## config.mk

```make
export PLATFORM = sky130hd
export DESIGN_NAME = lc4_decode_dx
export DESIGN_NICKNAME = d
export VERILOG_FILES = /design/src/rtl/lc4_decode_dx.sv
export SDC_FILE = /design/constraint.sdc
export NUM_CORES = 1
export LEC_CHECK = 0
export CAP_MARGIN = 40
export CORE_ASPECT_RATIO = 0.8
export CORE_MARGIN = 5
export CORE_UTILIZATION = 28
export CTS_BUF_LIST = sky130_fd_sc_hd__clkbuf_16
export DETAILED_ROUTE_END_ITERATION = 12
export GPL_ROUTABILITY_DRIVEN = 0
export PLACE_DENSITY = 0.54
export SETUP_SLACK_MARGIN = 0.15
export SLEW_MARGIN = 20
export SYNTH_ARGS = -nofsm -noshare
export SYNTH_HDL_FRONTEND = slang
export SYNTH_SLANG_ARGS = --single-unit
```

## constraint.sdc

```tcl
create_clock -name clk -period 7.5 [get_ports clk]
set_input_delay 1.125 -clock clk [delete_from_list [all_inputs] [get_ports clk]]
set_output_delay 1.125 -clock clk [all_outputs]
set_load 0.005 [all_outputs]
```

## src/rtl/lc4_decode_dx.sv

```systemverilog
// lc4_decode_dx: LC4 decode/register-read stage with regfile, load-use hazard detect and D->X register
module lc4_decode_dx #(
  parameter logic [15:0] RESET_PC = 16'h8200,
  parameter logic [15:0] NOP_INSN = 16'h0000
) (
  input  logic        clk,
  input  logic        rst,
  input  logic        gwe,
  input  logic [15:0] i_d_insn,
  input  logic [15:0] i_d_pc,
  input  logic        i_flush,
  input  logic        i_wb_we,
  input  logic [2:0]  i_wb_rd,
  input  logic [15:0] i_wb_data,
  output logic        o_stall,
  output logic [15:0] o_x_insn,
  output logic [15:0] o_x_pc,
  output logic [15:0] o_x_r1data,
  output logic [15:0] o_x_r2data,
  output logic [2:0]  o_x_rd,
  output logic        o_x_we,
  output logic        o_x_is_load
);
  logic [15:0] regs [8];
  logic [3:0]  op;
  logic [2:0]  rs, rt, rd;
  logic        rs_used, rt_used, we, is_load, bubble;
  logic [15:0] r1, r2;
  always_comb begin
    op      = i_d_insn[15:12];
    rs      = (op == 4'h2 || op == 4'hD) ? i_d_insn[11:9] : (op == 4'h8) ? 3'd7 : i_d_insn[8:6];
    rt      = (op == 4'h7) ? i_d_insn[11:9] : i_d_insn[2:0];
    rs_used = op == 4'h1 || op == 4'h2 || op == 4'h5 || op == 4'h6 || op == 4'h7 || op == 4'h8 ||
              op == 4'hA || op == 4'hD || (op == 4'h4 && !i_d_insn[11]) || i_d_insn[15:11] == 5'b11000;
    rt_used = ((op == 4'h1 || op == 4'h5) && !i_d_insn[5]) || (op == 4'h2 && !i_d_insn[8]) ||
              op == 4'h7 || (op == 4'hA && i_d_insn[5:4] == 2'b11);
    we      = op == 4'h1 || op == 4'h5 || op == 4'h6 || op == 4'h9 || op == 4'hA || op == 4'hD ||
              op == 4'h4 || op == 4'hF;
    rd      = (op == 4'h4 || op == 4'hF) ? 3'd7 : we ? i_d_insn[11:9] : 3'd0;
    is_load = op == 4'h6;
    r1      = (i_wb_we && i_wb_rd == rs) ? i_wb_data : regs[rs];
    r2      = (i_wb_we && i_wb_rd == rt) ? i_wb_data : regs[rt];
    // STR's data operand comes from a later bypass, so only its base register can stall
    o_stall = o_x_is_load && ((rs_used && rs == o_x_rd) || (rt_used && rt == o_x_rd && op != 4'h7));
    bubble  = i_flush || o_stall;
  end
  always_ff @(posedge clk or posedge rst) begin
    if (rst) begin
      regs        <= '{default: '0};
      o_x_insn    <= NOP_INSN;
      o_x_pc      <= RESET_PC;
      o_x_r1data  <= '0;
      o_x_r2data  <= '0;
      o_x_rd      <= '0;
      o_x_we      <= 1'b0;
      o_x_is_load <= 1'b0;
    end else if (gwe) begin
      if (i_wb_we) regs[i_wb_rd] <= i_wb_data;
      o_x_insn    <= bubble ? NOP_INSN : i_d_insn;
      o_x_pc      <= i_d_pc;
      o_x_r1data  <= bubble ? 16'h0 : r1;
      o_x_r2data  <= bubble ? 16'h0 : r2;
      o_x_rd      <= bubble ? 3'd0 : rd;
      o_x_we      <= !bubble && we;
      o_x_is_load <= !bubble && is_load;
    end
  end
endmodule
```

==> impl_metrics.tcl <==
set metrics [dict create \
    wirelength_microns 30700 \
    crit_slowest_cell "clkdlybuf4s50_1" \
    root_buffer "clkbuf_16" \
    final_cell_mix "195 x dfrtp_1, 147 x mux2_2, 124 x clkdlybuf4s50_1" \
    synth.distinct_cells 54 \
    p_leak_nw 5.33 \
    startpoint "i_d_insn[13]" \
    final_common_cell "dfrtp_1" \
    reg2reg_slack_ps 5420 \
    ios 126 \
    antenna_found_initial 0 \
    synth_top_area_share_pct 45.6 \
    cts_buffers 17 \
    maxCapViolCount 0 \
    postCtsHoldBufs 0 \
    drt_iter0_markers 508 \
    critPathKind "primary input to output pin" \
    dieArea_sq_um 42300 \
    sw_frac_of_total_pct 30.2 \
    hold_viol 0 \
    grt_usage_pct 14.6 \
    portBuffers 125 \
    status "finished clean" \
    grt_pass1_wl_microns 48300 \
    cts_tree "done" \
    synth_seq_cells 197 \
    rsz0062_at_grt "no" \
    min_path_cells 1 \
    p_per_area_nw_per_um2 245 \
    pwr-share-seq_pct 44.4 \
    ant_nets 0 \
    cp_cell_sequence "clkdlybuf4s50_1 -> nand4b_4 -> mux2i_4 -> xnor2_1 -> a31o_2 -> clkdlybuf4s50_1" \
    min_period_ps 5260 \
    drcViolationCount 0 \
    setup_tns_ps 0 \
    setup_viol 0 \
    ctsResizeCount 0 \
    coreArea_sq_um 38000 \
    skew_ps 6.82 \
    drt_first_pass_iters 5 \
    yosysSeqAreaShare_pct 46.1 \
    drive_above_1_share_pct 29.1 \
    cp_max_fo 23 \
    cp_common_cell "clkdlybuf4s50_1" \
    vias 7387 \
    num_rows 64 \
    synth_ff_type "dfrtp_1" \
    arrival_ps 4140 \
    achievable-frequency_mhz 190 \
    die_w_microns 229 \
    irDropWorstVdd_mv 0.153 \
    async_flop_share_pct 100 \
    power_frac_comb_pct 25.1 \
    synthTopCellsByArea "dfrtp_1 46%, mux2_2 15%, mux4_2 6.7%" \
    wl_per_cell_microns 20.8 \
    maxSlewViolCount 0 \
    finalPower_mw 3.21 \
    hp-class "register to register" \
    via_per_inst 4.99 \
    internal-power_mw 2.24 \
    period_share_pct 70.2 \
    antennaDiodeCount 0 \
    dp_hpwl_microns 20000 \
    worstHoldStart "o_x_pc[12]" \
    slew_headroom_pct 42.2 \
    max-clock-path-buffers 2 \
    start_kind "primary input" \
    synth_area_per_cell_sq_um 12.1 \
    syn_area_sq_um 10700 \
    synth.yosys.warnings 0 \
    gr-total-overflow 0 \
    reg2reg_from "o_x_rd[1]" \
    cts_setup_buffers 0 \
    power_switching_uw 968 \
    clkPwrFrac_pct 30.5 \
    hold_path_end "o_x_pc[12]" \
    worstPathRequired_ps 6380 \
    syn_inst 883 \
    clock_latency_ps 450 \
    grt_max_degree 84 \
    area_growth_pct 22.3 \
    clk_pin_slew_ps 70 \
    worst_pin_slew_ps 849 \
    r2r-end "o_x_r1data[4]" \
    synth_top_cell_by_area "dfrtp_1" \
    nets 1028 \
    synth_edf_count 0 \
    cp_slowest_stage_delay_ps 960 \
    fp.dieH_microns 185 \
    nFillCells 3732 \
    grt_pass1_vias 7831 \
    start_util_pct 28.1 \
    synth_fp_nets 939 \
    end_kind "output pin" \
    clock-sinks 197 \
    cts_max_level 4 \
    rr_worst_depth 7 \
]
[synthesized netlist by cell type (17+ instances only)]
master and number:
a21oi_1 25, a22oi_1 22, and3_1 17, buf_1 19, clkbuf_1 29, dfrtp_1 195, inv_1 55, mux2_2 147
mux2i_1 64, mux4_2 32, nand2_1 58, o21ai_0 32, o22ai_1 22, o32ai_1 20
[worst max-delay path by stage]
stage	endpoint	slack [ps]	cells past startpoint
after floorplan	o_x_insn[0]	1010	1
after global placement	o_stall	2080	6
after detailed placement	o_stall	2210	6
after CTS	o_stall	2210	6
after global routing	o_stall	2060	6
final	o_stall	2240	6
[layout make-up]
| cell class | count | area (sq um) | area share, % |
|---|---|---|---|
| Multi-Input combinational cell | 552 | 5180 | 39.5 |
| Sequential cell | 197 | 4930 | 37.7 |
| Timing Repair Buffer | 149 | 1540 | 11.7 |
| Tap cell | 495 | 619 | 4.73 |
| Clock buffer | 17 | 425 | 3.25 |
| Inverter | 55 | 214 | 1.63 |
| Clock inverter | 15 | 186 | 1.42 |
[sequential cells by signal, summed over array words and instances, names as in the netlist]
signal / flops
regs: 128
o_x_insn: 16
o_x_pc: 16
o_x_r1data: 16
o_x_r2data: 16
o_x_rd: 3
o_x_is_load: 1
o_x_we: 1
[through the flow]
stage          utilization [%]  setup slack (ps)  instance area [sq um]  std cells  hold slack (ps)
6_report                  34.4              2240                  13100       1480              509
5_1_grt                   34.4              2060                  13100       1480              526
4_1_cts                   34.4              2210                  13100       1479              513
3_5_place_dp              32.8              2210                  12500       1447              495
3_3_place_gp              32.4              2080                  12300       1441              491
2_1_floorplan                -              1010                  10700        883              497
[layer usage]
metal | up-vias | global-route usage, % | share of wire [%]
li1 | 3414 | - | -
met1 | 3798 | 20.0 | 47
met2 | 144 | 24.2 | 48
met3 | 31 | 2.67 | 3.9
met4 | 0 | 3.80 | 1.2
met5 | - | 0 | 0
[logic make-up (layout without fill, tap and decap cells)]
kind of cell | Yosys count | count (layout) | share of synthesized area [%]
buffers and inverters | 134 | 236 | 5.79
muxes | 245 | 245 | 28.6
and+or+nand+nor | 124 | 124 | 6.35
xor gates and xnor gates | 10 | 10 | 0.818
DFF | 197 | 197 | 46.1
AOI/OAI and AO/OA | 173 | 173 | 12.3
[power by group through the flow]
| stage | Combinational [mW] | Sequential [mW] | Clock, mW |
|---|---|---|---|
| after CTS | 0.814 | 1.42 | 1.00 |
| after global placement | 0.791 | 1.44 | 0 |
| after detailed placement | 0.811 | 1.44 | 0 |
| after floorplan | 0.563 | 1.39 | 0 |
| final | 0.805 | 1.42 | 0.980 |
| after global routing | 0.879 | 1.45 | 1.05 |
[critical path, delay by kind of cell]
kind / cells / cell delay [ps]
XOR/XNOR: 1 / 230
AO/OA/AOI/OAI: 1 / 230
buffers and inverters: 2 / 1470
multiplexers: 1 / 760
AND/OR/NAND/NOR: 1 / 310
No activity file was read; power rests on OpenSTA's default activity.
